## src/rtl/fb_line_fetch_sched.sv

```systemverilog
// Per-line framebuffer prefetch scheduler. Issues burst reads so each active
// line lands in one half of a ping-pong line buffer before the line starts.
module fb_line_fetch_sched #(
  parameter int unsigned H_ACTIVE     = 1280,
  parameter int unsigned V_ACTIVE     = 720,
  parameter int unsigned PIX_PER_WORD = 4,
  parameter int unsigned WORD_BYTES   = 16,
  parameter int unsigned BURST_LEN    = 32,
  parameter int unsigned LINE_STRIDE  = 5120
) (
  input  logic        pix_clk,
  input  logic        rst,
  input  logic        enable,
  input  logic [31:0] fb_base,
  input  logic        vsync,
  input  logic        de,
  input  logic [11:0] y,
  output logic        req_valid,
  input  logic        req_ready,
  output logic [31:0] req_addr,
  output logic [7:0]  req_len,
  input  logic        rd_beat,
  output logic        wr_buf,
  output logic [11:0] fetch_line,
  output logic [1:0]  buf_ready,
  output logic        busy,
  output logic        underrun,
  output logic [15:0] underrun_cnt,
  output logic        frame_err
);

  localparam int unsigned WordsPerLine  = H_ACTIVE / PIX_PER_WORD;
  localparam int unsigned BurstsPerLine = WordsPerLine / BURST_LEN;
  localparam logic [31:0] BurstBytes    = 32'(BURST_LEN * WORD_BYTES);
  localparam logic [31:0] Stride        = 32'(LINE_STRIDE);
  localparam logic [8:0]  LastBeat      = 9'(WordsPerLine - 1);
  localparam logic [3:0]  LastBurst     = 4'(BurstsPerLine - 1);
  localparam logic [7:0]  BurstLenM1    = 8'(BURST_LEN - 1);
  localparam logic [12:0] VLimit        = 13'(V_ACTIVE);

  typedef enum logic [1:0] {StIdle, StWaitTrig, StIssue, StWaitData} state_e;

  state_e      state_q;
  logic        vsync_q, de_q;
  logic [11:0] y_q;
  logic [31:0] line_addr_q;
  logic [11:0] next_line_q;
  logic [1:0]  pending_q, pending_n;
  logic        fs_pend_q;
  logic [3:0]  burst_q;
  logic [8:0]  beat_q;
  logic [1:0]  buf_ready_n;

  logic fs, ls, le, le_queues, le_overflow, line_done, fetching, fs_in_fetch, apply;

  assign fs          = vsync_q & ~vsync;
  assign ls          = de & ~de_q;
  assign le          = de_q & ~de;
  // Only lines that still have a successor two lines down get a fetch queued.
  assign le_queues   = le && (({1'b0, y_q} + 13'd2) < VLimit);
  assign fetching    = (state_q == StIssue) || (state_q == StWaitData);
  assign line_done   = (state_q == StWaitData) && rd_beat && (beat_q == LastBeat);
  assign fs_in_fetch = fs && fetching;
  // A frame start is applied right away when not fetching, else at line completion.
  assign apply       = enable && ((fs && (state_q == StIdle || state_q == StWaitTrig)) ||
                                  (line_done && (fs_pend_q || fs)));

  // Pending-line count: LE adds, completion removes; both together cancel out.
  always_comb begin
    pending_n   = pending_q;
    le_overflow = 1'b0;
    if (le_queues && !line_done) begin
      if (pending_q == 2'd2) le_overflow = 1'b1;
      else                   pending_n   = pending_q + 2'd1;
    end else if (!le_queues && line_done && pending_q != 2'd0) begin
      pending_n = pending_q - 2'd1;
    end
  end

  // Buffer ready flags: a same-cycle clear from LE overrides the completion set.
  always_comb begin
    buf_ready_n = buf_ready;
    if (line_done) buf_ready_n[fetch_line[0]] = 1'b1;
    if (le)        buf_ready_n[y_q[0]]        = 1'b0;
  end

  // Timing-generator edge detection and line-number capture.
  always_ff @(posedge pix_clk or posedge rst) begin
    if (rst) begin
      vsync_q <= 1'b0;
      de_q    <= 1'b0;
      y_q     <= 12'd0;
    end else begin
      vsync_q <= vsync;
      de_q    <= de;
      if (de) y_q <= y;
    end
  end

  // Fetch FSM with all bookkeeping and registered outputs.
  always_ff @(posedge pix_clk or posedge rst) begin
    if (rst) begin
      state_q      <= StIdle;
      req_valid    <= 1'b0;
      req_addr     <= 32'd0;
      req_len      <= BurstLenM1;
      wr_buf       <= 1'b0;
      fetch_line   <= 12'd0;
      buf_ready    <= 2'b00;
      busy         <= 1'b0;
      underrun     <= 1'b0;
      underrun_cnt <= 16'd0;
      frame_err    <= 1'b0;
      line_addr_q  <= 32'd0;
      next_line_q  <= 12'd0;
      pending_q    <= 2'd0;
      fs_pend_q    <= 1'b0;
      burst_q      <= 4'd0;
      beat_q       <= 9'd0;
    end else begin
      req_len   <= BurstLenM1;
      underrun  <= ls && !buf_ready[y[0]];
      frame_err <= le_overflow || fs_in_fetch;
      if (ls && !buf_ready[y[0]] && underrun_cnt != 16'hFFFF) begin
        underrun_cnt <= underrun_cnt + 16'd1;
      end
      if (fetching && rd_beat) beat_q <= beat_q + 9'd1;

      if (apply) begin
        line_addr_q <= fb_base;
        next_line_q <= 12'd0;
        pending_q   <= 2'd2;
        buf_ready   <= 2'b00;
        fs_pend_q   <= 1'b0;
      end else begin
        pending_q <= pending_n;
        buf_ready <= buf_ready_n;
        if (line_done) begin
          next_line_q <= next_line_q + 12'd1;
          line_addr_q <= line_addr_q + Stride;
          fs_pend_q   <= 1'b0;
        end else if (fs_in_fetch) begin
          fs_pend_q <= 1'b1;
        end
      end

      unique case (state_q)
        StIdle: begin
          if (apply) state_q <= StWaitTrig;
        end
        StWaitTrig: begin
          if (fs) begin
            if (!enable) state_q <= StIdle;
          end else if (pending_q != 2'd0) begin
            fetch_line <= next_line_q;
            wr_buf     <= next_line_q[0];
            burst_q    <= 4'd0;
            beat_q     <= 9'd0;
            req_valid  <= 1'b1;
            req_addr   <= line_addr_q;
            busy       <= 1'b1;
            state_q    <= StIssue;
          end
        end
        StIssue: begin
          if (req_valid && req_ready) begin
            req_valid <= 1'b0;
            if (burst_q == LastBurst) state_q <= StWaitData;
            else                      burst_q <= burst_q + 4'd1;
          end else if (!req_valid) begin
            req_valid <= 1'b1;
            req_addr  <= req_addr + BurstBytes;
          end
        end
        StWaitData: begin
          if (line_done) begin
            busy    <= 1'b0;
            state_q <= enable ? StWaitTrig : StIdle;
          end
        end
        default: state_q <= StIdle;
      endcase
    end
  end

endmodule

```

## config.mk

```make
export PLATFORM = sky130hd
export DESIGN_NAME = fb_line_fetch_sched
export DESIGN_NICKNAME = d
export VERILOG_FILES = /design/src/rtl/fb_line_fetch_sched.sv
export SDC_FILE = /design/constraint.sdc
export NUM_CORES = 1
export LEC_CHECK = 0
export ABC_AREA = 1
export CAP_MARGIN = 5
export CELL_PAD_IN_SITES_DETAIL_PLACEMENT = 0
export CELL_PAD_IN_SITES_GLOBAL_PLACEMENT = 2
export CORE_UTILIZATION = 40
export DETAILED_ROUTE_END_ITERATION = 16
export DONT_BUFFER_PORTS = 1
export PLACE_DENSITY_LB_ADDON = 0.08
export SETUP_SLACK_MARGIN = 0.4
export SYNTH_ARGS = -nofsm -noshare
export SYNTH_HDL_FRONTEND = slang
export SYNTH_SLANG_ARGS = --single-unit
```

## constraint.sdc

```tcl
create_clock -name pix_clk -period 6.5 [get_ports pix_clk]
set_clock_uncertainty 0.15 [all_clocks]
set_input_delay 0.325 -clock pix_clk [delete_from_list [all_inputs] [get_ports pix_clk]]
set_output_delay 0.325 -clock pix_clk [all_outputs]
set_load 0.005 [all_outputs]
```

# Word level (Yosys, flattened, before mapping)
# Index checks and enable logic that the tools add are counted.
# W data, S select, Z words.
[totals]
regBits = 143
in_bits = 51
out_inout_bits = 75
elab_cells = 152
[op_classes]
add_sub_neg = 9
magnitude_cmp = 6
eq_ne = 19
mux = 51
bitwise = 10
reduce_logical = 38
[op_table]
columns = ["cell", "n"]
rows = [
  ["$mux W32", 6],
  ["$pmux W32 S2", 1],
  ["$mux W9", 4],
  ["$add A32 B10 Y32 const B", 1],
  ["$add A32 B13 Y32 const B", 1],
  ["$mux W2", 14],
  ["$mux W12", 2],
  ["$add A16 B1 Y16 const B", 1],
  ["$logic_and A1 B1 Y1", 16],
  ["$mux W4", 4],
  ["$ne A16 B16 Y1 const B", 1],
  ["$mux W1", 14],
  ["$add A12 B2 Y13 const B", 1],
  ["$lt A13 B10 Y1 const B", 1],
  ["$add A12 B1 Y12 const B", 1],
  ["$ne A2 B2 Y1 const B", 6],
  ["$reduce_and A5 Y1", 2],
  ["$add A9 B1 Y9 const B", 1],
  ["$eq A9 B9 Y1 const B", 1],
  ["$pmux W2 S4", 1],
  ["$pmux W4 S2", 1],
  ["$reduce_bool A2 Y1", 4],
  ["$eq A2 B2 Y1 const B", 3],
  ["$lt A1 B2 Y1 const B", 3],
  ["other kinds (24)", 43],
]

# Depth between registers and ports, before layout
# Gate-level depths: netlist of run 1.
[logic_depth]
depth_word = 9
ltp_mapped = 14
mapped_depth_nobuf = 14

# Worst setup path after synthesis of run 1
# OpenSTA, ideal clock, no wires.
[synth_path]
path_kind = "register to register"
startpoint = "reg req_addr[9]"
endpoint = "reg req_addr[25]"
setup_time_ns = 0.124
t_arrival_ns = 1.586
t_required_ns = 6.226
setup_slack_ns = 4.640
path_stages_with_launch = 10
path_buffers = 0
synth_period_minus_slack_ns = 1.860
path_cell_list = "dfrtp_1 > ha_1 > nand2_1 > nor2_1 > nand4_1 > nor2_1 > and3_1 > o21ai_0 > o211ai_1 > nand2_1"
[synth_between]
elab_chain_len = 4
[synth_rtl]
columns = ["item", "line", "text"]
rows = [
  ["from (decl)", "20", "output logic [31:0] req_addr,"],
  ["from (signal assigned)", "160", "req_addr <= line_addr_q;"],
  ["from (signal assigned)", "172", "req_addr <= req_addr + BurstBytes;"],
  ["$add A32 B10 Y32", "172", ""],
  ["$mux W32", "170", "end else if (!req_valid) begin"],
  ["$mux W32", "166", "if (req_valid && req_ready) begin"],
  ["$pmux W32 S2", "147", "unique case (state_q)"],
]
# Every way passes these cells. The select of a mux whose other input is x is not followed.
# A chain may end at the register's enable or synchronous reset.

# Worst setup path after layout of run 1
[layout_path]
startpoint = "reg vsync_q"
endpoint = "reg req_addr[18]"
[layout_between]
elab_chain_len = 3
[layout_rtl]
columns = ["item", "line", "text"]
rows = [
  ["from (decl)", "44", "logic vsync_q, de_q;"],
  ["from (signal assigned)", "94", "vsync_q <= vsync;"],
  ["$and A1 B1 Y1", "56", "assign fs = vsync_q & ~vsync;"],
  ["$ne A2 B2 Y1 (no source line)", "-", ""],
  ["$reduce_and A5 Y1 (no source line)", "-", ""],
]
# Every way passes these cells.

==> results of run 1 <==
[final cells by class]
type | instances | area, µm²
flip-flops and latches | 142 | 3550
well taps | 234 | 293
inverters | 120 | 457
multi-input cells | 692 | 3420
clock buffers | 19 | 453
clock inverters | 13 | 178
fillers | 1860 | 9790
repair buffers | 50 | 495
[path summary, 6_finish.rpt]
| path | to |
|---|---|
| hold reg to reg | next_line_q[10]$_DFFE_PP0N_ |
| setup / recovery | req_addr[18]$_DFFE_PP0P_ |
| min in group asynchronous | frame_err$_DFF_PP0_ |
| hold / removal | req_valid$_DFFE_PP0P_ |
| max in group asynchronous | req_addr[1]$_DFFE_PP0P_ |
| setup reg to reg | req_addr[18]$_DFFE_PP0P_ |
[metal layers]
metal | vias to the layer above | track usage, % | share of wire (%)
met5 | - | 0 | 0
met2 | 134 | 34.2 | 45
met3 | 25 | 5.78 | 4.9
li1 | 3269 | - | -
met4 | 0 | 6.71 | 1.5
met1 | 3111 | 29.6 | 48
[state kept, by name, summed over array words and instances, names as in the netlist, 2 cells and up, named ones only]
| name | cells |
|---|---|
| line_addr_q | 32 |
| req_addr | 32 |
| underrun_cnt | 16 |
| fetch_line | 12 |
| next_line_q | 12 |
| y_q | 12 |
| beat_q | 9 |
| burst_q | 4 |
| buf_ready | 2 |
| pending_q | 2 |
[metrics by stage]
| stage | cell area, µm² | utilization [%] | hold WS, ns | worst slack (ns) |
|---|---|---|---|---|
| finish | 8850 | 47.5 | 0.00374 | 3.60 |
| CTS | 8850 | 47.5 | 0.00000455 | 3.55 |
| global route | 8850 | 47.5 | 0.0263 | 3.21 |
| global placement | 7740 | 41.5 | 0.207 | 3.65 |
| detailed placement | 7740 | 41.5 | 0.207 | 3.56 |
| floorplan | 7620 | - | 0.206 | 2.22 |
[synth_stat cells, types with 6 or more instances]
| cell | n |
|---|---|
| a21oi_1 | 44 |
| buf_2 | 14 |
| buf_4 | 11 |
| clkbuf_1 | 6 |
| dfrtp_1 | 142 |
| ha_1 | 7 |
| inv_1 | 109 |
| inv_2 | 10 |
| nand2_1 | 262 |
| nand3_1 | 59 |
| nand4_1 | 21 |
| nor2_1 | 83 |
| nor2_2 | 11 |
| nor3_1 | 25 |
| nor4_1 | 7 |
| o211ai_1 | 12 |
| o21ai_0 | 68 |
| o21ai_1 | 10 |
| xnor2_1 | 8 |
| xor2_1 | 21 |
[cell families after synthesis]
kind of cell / synth area share, %
simple gates: 28.3
compound gates: 11.9
buf+inv: 8.45
flops: 46.8
xor+xnor: 3.34
fa+ha+maj: 1.15
other cells: 0.0989
[report_power, final]
part / switching, mW / total, mW / internal (mW) / leakage (nW)
Sequential: 0.348 / 1.51 / 1.16 / 1.79
Clock: 0.410 / 1.04 / 0.634 / 0.304
Combinational: 0.680 / 1.04 / 0.364 / 2.08
[critical path: cells and delay by family, from the launching register on]
family	cells	cell delay, ns
buf+inv	5	1.31
simple gates	4	0.70
flops	1	0.32
compound gates	3	0.26
[what timing repair did]
| item | 4_1_cts | 5_1_grt |
|---|---|---|
| resized for setup | 0 | 0 |
| hold buffers | 48 | 0 |
| endpoints found under the hold margin | 123 | 0 |
==> results.json, run 1 <==
{
  "final.setup.tns_ns": 0,
  "slowest_delay_ns": 0.65,
  "reg2reg_from": "vsync_q$_DFF_PP0_",
  "finalWeightedCongestion": 0.802,
  "drt_pass1_iterations": 7,
  "initial_core_util_pct": 40.7,
  "coreArea_um2": 18600,
  "die_h_um": 140,
  "insertion_delay_ns": 0.43,
  "irDropWorstVdd_uv": 202,
  "antenna_cells": 0,
  "cp_max_fo": 48,
  "cts_buffers": 17,
  "io_pins": 126,
  "num_vias": 6539,
  "worst_pin_slew_ns": 0.937,
  "status": "finished, final reports clean",
  "rows": 50,
  "clock_sinks": 142,
  "wl_per_cell_um": 15.9,
  "antenna_found_initial": 0,
  "maxCapViolations": 0,
  "finalWirelength_um": 20200,
  "fin_crit_sh_pct": 44.6,
  "cp.arrival_ns": 3.05,
  "min_path_type": "in2reg",
  "slowest_stage": "inv_2",
  "post-synth-top-area-cell": "dfrtp_1",
  "htree_levels": 4,
  "p_total_mw": 3.60,
  "worstSetupPathType": "reg2reg",
  "yosys_register_bits": 142,
  "synth.distinct_cells": 45,
  "ys.flop_type": "dfrtp_1",
  "fp.dieArea_um2": 19500,
  "ff2ff_setup_slack_ns": 3.60,
  "die_w_um": 140,
  "placed_cells": 1190,
  "fin_crit_ns": 2.90,
  "p_per_area_nw_per_um2": 407,
  "tritoncts": "done",
  "drive_above_1_share_pct": 7.24,
  "drt_iter0_drc": 408,
  "maxSlewViolCount": 0,
  "cts_buffer_depth": 2,
  "final_cells": 1270,
  "cts_root_buffer": "clkbuf_16",
  "grt_pass1_vias": 6465,
  "io_buffers": 0,
  "dp_hpwl_um": 14100,
  "setup_viol": 0,
  "max_freq_mhz": 345,
  "ys_warn_count": 0,
  "grt-ovfl-total": 0,
  "min_from": "req_ready",
  "syn_inst": 981,
  "rsz0062_at_grt": "false",
  "crit_required_ns": 6.65,
  "fin_nets": 1081,
  "yosysSeqAreaShare_pct": 46.8,
  "ant_nets": 0,
  "hold_viol": 0,
  "drc": 0,
  "crit_path_start_kind": "flop",
  "viasPerCell": 5.15,
  "syn_area_per_cell_um2": 7.74,
  "synth_area_um2": 7600,
  "path_cells": "inv_1 -> nor2_1 -> inv_1 -> nand2_1 -> nor2_2 -> buf_4 -> inv_2 -> nand2_4 -> inv_2 -> a21oi_1 -> o21ai_0 -> o21ai_0",
  "mostFrequentLayoutCell": "nand2_1",
  "grt_pass1_wl_um": 33500,
  "area_growth_pct": 16.5,
  "endpoint_kind": "flop",
  "synth-edff-count": 0,
  "hold_depth": 3,
  "synthTopCellsByArea": "dfrtp_1, nand2_1, inv_1, o21ai_0, nor2_1",
  "p_leak_nw": 4.17,
  "worstSetupStartpoint": "vsync_q$_DFF_PP0_",
  "path_clk_slew_ns": 0.06,
  "track_usage_pct": 21.9,
  "grt_max_degree": 77,
  "cts_setup_buffers": 0,
  "reg2reg_depth": 12,
  "yosys.area.top_type_share_pct": 46.8,
  "slew_headroom_pct": 37.4,
  "async_reset_ff_share_pct": 100,
  "mostFrequentLayoutCells": "nand2_1, dfrtp_1, inv_1, nor2_1, o21ai_0"
}
No activity file was read; power rests on OpenSTA's default activity.
==> run 2: changes to the inputs <==
--- a/config.mk
+++ b/config.mk
@@ -5,11 +5,11 @@
 export SDC_FILE = /design/constraint.sdc
 export NUM_CORES = 1
 export LEC_CHECK = 0
-export ABC_AREA = 1
+export ABC_AREA = 0
 export CAP_MARGIN = 5
 export CELL_PAD_IN_SITES_DETAIL_PLACEMENT = 0
 export CELL_PAD_IN_SITES_GLOBAL_PLACEMENT = 2
-export CORE_UTILIZATION = 40
+export CORE_UTILIZATION = 39
 export DETAILED_ROUTE_END_ITERATION = 16
 export DONT_BUFFER_PORTS = 1
 export PLACE_DENSITY_LB_ADDON = 0.08
==> constraint.sdc (replaced) <==
create_clock -name pix_clk -period 2.7 [get_ports pix_clk]
set_clock_uncertainty 0.15 [all_clocks]
set_input_delay 0.135 -clock pix_clk [delete_from_list [all_inputs] [get_ports pix_clk]]
set_output_delay 0.135 -clock pix_clk [all_outputs]
set_load 0.005 [all_outputs]
==> results.json, run 2 <==
{
  "status": "finished, final reports clean",
  "reg.largest.list": "line_addr_q (32), req_addr (32), underrun_cnt (16)",
  "tritoncts": "done",
  "ant_nets": 0,
  "endpoint_kind": "flop",
  "synthTopCellsByCount": "nand2_1, dfrtp_1, nor2_1, xnor2_1, o21ai_0",
  "cp_max_fo": 4,
  "slew_headroom_pct": 54.9,
  "p_total_mw": 6.10,
  "reg2reg_depth": 5,
  "worst_pin_slew_ns": 0.677,
  "crit_required_ns": 2.89,
  "drt_pass1_iterations": 4,
  "clkPwrFrac_pct": 38.1,
  "hold_viol": 0,
  "path_cells": "ha_4 -> nand4_4 -> or4_4 -> or4_1 -> a31oi_1",
  "drive_above_1_share_pct": 12.0,
  "setup_viol": 0,
  "fin_crit_ns": 2.20,
  "post-synth-top-count-cell": "nand2_1",
  "seq_area_um2": 3550,
  "viasPerCell": 5.25,
  "dp_hpwl_um": 12300,
  "antenna_cells": 0,
  "cp.arrival_ns": 2.38,
  "io_pins": 126,
  "p_leak_nw": 3.71,
  "io_buffers": 0,
  "p_per_area_nw_per_um2": 720,
  "p_int_mw": 4.27,
  "synth.distinct_cells": 69,
  "yosys.area.top_type_share_pct": 51.1,
  "grt_max_degree": 76,
  "yosysSeqAreaShare_pct": 51.1,
  "grt_pass1_vias": 5560,
  "min_path_type": "in2async",
  "synthTopCellsByArea": "dfrtp_1, nand2_1, xnor2_1, nor2_1, xor2_1",
  "initial_core_util_pct": 40.1,
  "track_usage_pct": 21.0,
  "maxCapViolations": 0,
  "p_seq_share_pct": 45.0,
  "fp.dieArea_um2": 18400,
  "ys.flop_type": "dfrtp_1",
  "drc": 0,
  "irDropWorstVdd_uv": 443,
  "mostFrequentLayoutCell": "nand2_1",
  "finalWirelength_um": 17900,
  "syn_inst": 729,
  "synth_area_um2": 6960,
  "grt-ovfl-total": 0,
  "ys_warn_count": 0,
  "synth-edff-count": 0,
  "switching_share_pct": 29.9,
  "finalWeightedCongestion": 0.805,
  "maxSlewViolCount": 0,
  "num_vias": 5417,
  "insertion_delay_ns": 0.42,
  "clock_sinks": 142,
  "final_cells": 1031,
  "multi_input_area_um2": 3230,
  "whs_ns": 0.0364,
  "yosys_register_bits": 142,
  "die_h_um": 136,
  "cts_root_buffer": "clkbuf_16",
  "coreArea_um2": 17400,
  "area_growth_pct": 21.7,
  "slowest_delay_ns": 0.57,
  "antenna_found_initial": 0,
  "crit_path_start_kind": "flop",
  "p_sw_mw": 1.82,
  "placed_cells": 943,
  "path_clk_slew_ns": 0.06,
  "mostFrequentLayoutCells": "nand2_1, dfrtp_1, nor2_1, dlygate4sd3_1, xnor2_1",
  "fill_cells": 1675,
  "worstSetupPathType": "reg2reg",
  "die_w_um": 136,
  "p_comb_share_pct": 16.9,
  "cts_buffers": 17,
  "htree_levels": 4,
  "drt_iter0_drc": 312,
  "wl_per_cell_um": 17.4,
  "fin_nets": 851,
  "rows": 48,
  "cts_buffer_depth": 2,
  "final_core_util_pct": 48.8,
  "async_reset_ff_share_pct": 100,
  "syn_area_per_cell_um2": 9.54,
  "fin_crit_sh_pct": 81.4,
  "rsz0062_at_grt": "false",
  "post-synth-top-area-cell": "dfrtp_1",
  "max_freq_mhz": 455,
  "final.setup.tns_ns": 0,
  "grt_pass1_wl_um": 29600,
  "slowest_stage": "or4_4"
}
[run 2: cell types whose count changed in the layout (fill, tap and decap cells not counted), sizes merged, moves of 15 or more]
cell / change
xnor2: +28
nand2: -109
nor2: -40
inv: -113
a21oi: -27
buf: +26
o21ai: -40
mux2: +15
nand3: -27
[run 2: metal layers]
| layer | up-vias | track usage [%] | wire [µm] |
|---|---|---|---|
| li1 | 2630 | - | - |
| met1 | 2622 | 28.8 | 8280 |
| met2 | 147 | 32.2 | 8100 |
| met3 | 18 | 5.65 | 1300 |
| met4 | 0 | 6.62 | 214 |
| met5 | - | 0 | 0 |
[run 2: critical path, delay by kind of cell, from the launching register on]
family | cells | cell delay [ns]
AO/OA/AOI/OAI | 1 | 0.16
adder cells (fa/ha/maj) | 1 | 0.18
flip-flops | 1 | 0.41
AND/OR/NAND/NOR | 3 | 1.21
[run 2: logic make-up after synthesis]
kind of cell    count (synthesis)  share of synthesized area, %
fa+ha+maj                       7                          1.26
flops                         142                          51.1
compound gates                 99                          9.28
buf+inv                        52                          3.63
xor+xnor                       57                          7.18
other cells                     2                         0.108
simple gates                  347                          23.9
mux                            23                          3.58
[run 2: what timing repair did]
| action | 4_1_cts | 5_1_grt |
|---|---|---|
| buffers inserted | 2 | 4 |
| hold endpoints to repair | 207 | 0 |
| hold buffers | 50 | 0 |
| pin swaps | 1 | 7 |
| gates resized for setup | 2 | 6 |
| endpoints found under the setup margin | 1 | 63 |
[run 2: cell type report]
cell class,count,share of cell area [%]
Sequential cell,142,42.0
Timing Repair Buffer,78,9.03
Tap cell,225,3.33
Clock buffer,22,5.60
Inverter,13,0.621
Multi-Input combinational cell,541,38.1
Clock inverter,10,1.33
[run 2: worst paths after layout]
| check | slack [ns] | startpoint | end |
|---|---|---|---|
| min in group pix_clk | 0.04 | enable | line_addr_q[9]$_DFFE_PP0P_ |
| max | 0.50 | beat_q[1]$_DFF_PP0_ | line_addr_q[31]$_DFFE_PP0N_ |
| min | 0.04 | rst | underrun_cnt[7]$_DFFE_PP0P_ |
| max in group asynchronous | 1.38 | rst | line_addr_q[0]$_DFFE_PP0P_ |
| min reg2reg | 0.31 | y_q[0]$_DFFE_PP0P_ | buf_ready[1]$_DFF_PP0_ |
| max reg2reg | 0.50 | beat_q[1]$_DFF_PP0_ | line_addr_q[31]$_DFFE_PP0N_ |
[run 2: power by group through the flow]
stage	registers [mW]	clock network (mW)	logic [mW]
after floorplan	2.66	0	0.736
after global placement	2.75	0	0.887
after detailed placement	2.77	0	0.914
after CTS	2.74	2.39	1.01
after global routing	2.79	2.49	1.17
final	2.74	2.32	1.03
[run 2: per-stage QoR]
| stage | setup WS, ns | cell area (µm²) |
|---|---|---|
| 6_report | 0.502 | 8470 |
| 5_1_grt | 0.397 | 8470 |
| 4_1_cts | 0.412 | 8410 |
| 3_5_place_dp | 0.333 | 7280 |
| 3_3_place_gp | 0.347 | 7280 |
| 2_1_floorplan | 0.582 | 6980 |
==> run 3: changes to the inputs <==
--- a/config.mk
+++ b/config.mk
@@ -5,11 +5,11 @@
 export SDC_FILE = /design/constraint.sdc
 export NUM_CORES = 1
 export LEC_CHECK = 0
-export ABC_AREA = 0
+export ABC_AREA = 1
 export CAP_MARGIN = 5
 export CELL_PAD_IN_SITES_DETAIL_PLACEMENT = 0
 export CELL_PAD_IN_SITES_GLOBAL_PLACEMENT = 2
-export CORE_UTILIZATION = 39
+export CORE_UTILIZATION = 37
 export DETAILED_ROUTE_END_ITERATION = 16
 export DONT_BUFFER_PORTS = 1
 export PLACE_DENSITY_LB_ADDON = 0.08
==> constraint.sdc (replaced) <==
create_clock -name pix_clk -period 2.15 [get_ports pix_clk]
set_clock_uncertainty 0.15 [all_clocks]
set_input_delay 0.1075 -clock pix_clk [delete_from_list [all_inputs] [get_ports pix_clk]]
set_output_delay 0.1075 -clock pix_clk [all_outputs]
set_load 0.005 [all_outputs]
==> results.json, run 3 (synthesis results as in run 1) <==
{
  "status": "finished, final reports clean",
  "worst_pin_slew_ns": 0.591,
  "rsz0062_at_grt": "true",
  "tritoncts": "done",
  "final.setup.tns_ns": 0,
  "endpoint_kind": "flop",
  "coreArea_um2": 20200,
  "drt_iter0_drc": 259,
  "rows": 52,
  "multi_input_area_um2": 4230,
  "p_per_area_nw_per_um2": 1160,
  "min_path_type": "in2reg",
  "hold_viol": 0,
  "seq_area_um2": 3570,
  "ant_nets": 0,
  "initial_core_util_pct": 37.7,
  "fill_cells": 1953,
  "cts_buffer_depth": 2,
  "p_leak_nw": 4.99,
  "max_freq_mhz": 518,
  "slew_headroom_pct": 60.6,
  "die_h_um": 145,
  "cp.arrival_ns": 2.14,
  "area_growth_pct": 42.5,
  "fin_crit_sh_pct": 89.8,
  "insertion_delay_ns": 0.43,
  "io_buffers": 0,
  "reg.largest.list": "line_addr_q (32), req_addr (32), underrun_cnt (16)",
  "p_comb_share_pct": 39.9,
  "setup_viol": 0,
  "p_sw_mw": 5.23,
  "worstSetupPathType": "reg2reg",
  "fp.dieArea_um2": 21100,
  "antenna_found_initial": 1,
  "wl_per_cell_um": 15.9,
  "crit_path_start_kind": "flop",
  "track_usage_pct": 21.6,
  "final_cells": 1422,
  "dp_hpwl_um": 15000,
  "fin_crit_ns": 1.93,
  "htree_levels": 4,
  "viasPerCell": 4.90,
  "p_seq_share_pct": 35.9,
  "drive_above_1_share_pct": 30.8,
  "cts_buffers": 17,
  "io_pins": 126,
  "drc": 0,
  "clkPwrFrac_pct": 24.1,
  "maxCapViolations": 0,
  "mostFrequentLayoutCells": "nand2_1, dfrtp_1, inv_1, buf_4, nor2_1",
  "die_w_um": 145,
  "num_vias": 6965,
  "path_clk_slew_ns": 0.07,
  "final_core_util_pct": 53.7,
  "p_int_mw": 7.28,
  "grt_pass1_wl_um": 35900,
  "placed_cells": 1257,
  "irDropWorstVdd_uv": 614,
  "fin_nets": 1196,
  "finalWeightedCongestion": 0.762,
  "maxSlewViolCount": 0,
  "switching_share_pct": 41.8,
  "ff2ff_setup_slack_ns": 0.22,
  "grt-ovfl-total": 0,
  "grt_max_degree": 101,
  "crit_required_ns": 2.36,
  "grt_pass1_vias": 6675,
  "clock_sinks": 142,
  "mostFrequentLayoutCell": "nand2_1",
  "drt_pass1_iterations": 4,
  "finalWirelength_um": 22600,
  "cp_max_fo": 7,
  "cts_root_buffer": "clkbuf_16"
}
run 3: cell types whose count changed in the layout (fill, tap and decap cells not counted), sizes merged, moves of 27 or more:
cell / previous run / this run
inv: 12 / 129
nand2: 161 / 271
buf: 28 / 110
nor2: 58 / 98
o21ai: 38 / 78
xnor2: 36 / 8
a21oi: 18 / 45
nand3: 33 / 60
run 3: metrics by stage:
step | worst slack [ns] | power, mW | cell area [µm²] | hold WS, ns
2_1_floorplan | 0.115 | 6.81 | 7670 | -0.0111
3_3_place_gp | 0.0835 | 8.09 | 8090 | -0.0110
3_5_place_dp | 0.0765 | 8.07 | 8090 | -0.0110
4_1_cts | 0.228 | 11.6 | 9770 | -0.461
5_1_grt | 0.0875 | 13.4 | 10800 | 0.110
6_report | 0.220 | 12.5 | 10800 | 0.0741
run 3: metal layers:
layer / global-route usage (%) / part of all wire [%]
met4: 6.16 / 1.2
met2: 32.9 / 46
met3: 5.06 / 5.7
met1: 30.4 / 47
met5: 0 / 0
run 3: worst max-delay path, cell delays in order, from the launching register on:
cell,delay (ns)
dfrtp_1,0.39
ha_2,0.19
inv_2,0.07
nor2_4,0.04
nand2_2,0.08
nor2_4,0.04
nand2_4,0.11
a21oi_4,0.09
buf_12,0.15
nor2_4,0.22
inv_2,0.09
a21oi_2,0.10
o21ai_1,0.07
nand3_1,0.08
run 3: area by class of cell:
type	count	share of cell area, %
Clock buffer	17	3.93
Antenna cell	1	0.0231
Clock inverter	15	1.51
Inverter	120	4.50
Sequential cell	142	33.0
Multi-Input combinational cell	693	39.0
Timing Repair Buffer	164	14.8
Tap cell	270	3.12
run 3: what timing repair did:
item | 4_1_cts | 5_1_grt
gates cloned | 2 | 3
pin swaps | 23 | 63
gates resized for setup | 92 | 178
endpoints found under the setup margin | 99 | 111
buffers inserted | 29 | 47
endpoints found under the hold margin | 206 | 2
hold buffers | 50 | 1
run 3: path summary, 6_finish.rpt:
path | to | cells past startpoint | startpoint
worst max-delay path | line_addr_q[27]$_DFFE_PP0N_ | 13 | beat_q[1]$_DFF_PP0_
worst min-delay path | de_q$_DFF_PP0_ | 1 | de
worst max register to register | line_addr_q[27]$_DFFE_PP0N_ | 13 | beat_q[1]$_DFF_PP0_
worst min register to register | next_line_q[10]$_DFFE_PP0N_ | 1 | next_line_q[10]$_DFFE_PP0N_
max in group asynchronous | buf_ready[0]$_DFF_PP0_ | 3 | rst
min in group asynchronous | req_addr[10]$_DFFE_PP0P_ | 3 | rst
run 3: power groups by stage:
stage	Combinational (mW)	Clock [mW]	Sequential, mW
2_1_floorplan	2.56	0	4.25
3_3_place_gp	3.62	0	4.47
3_5_place_dp	3.60	0	4.47
4_1_cts	4.11	3.09	4.43
5_1_grt	5.58	3.21	4.62
6_report	5.00	3.02	4.49
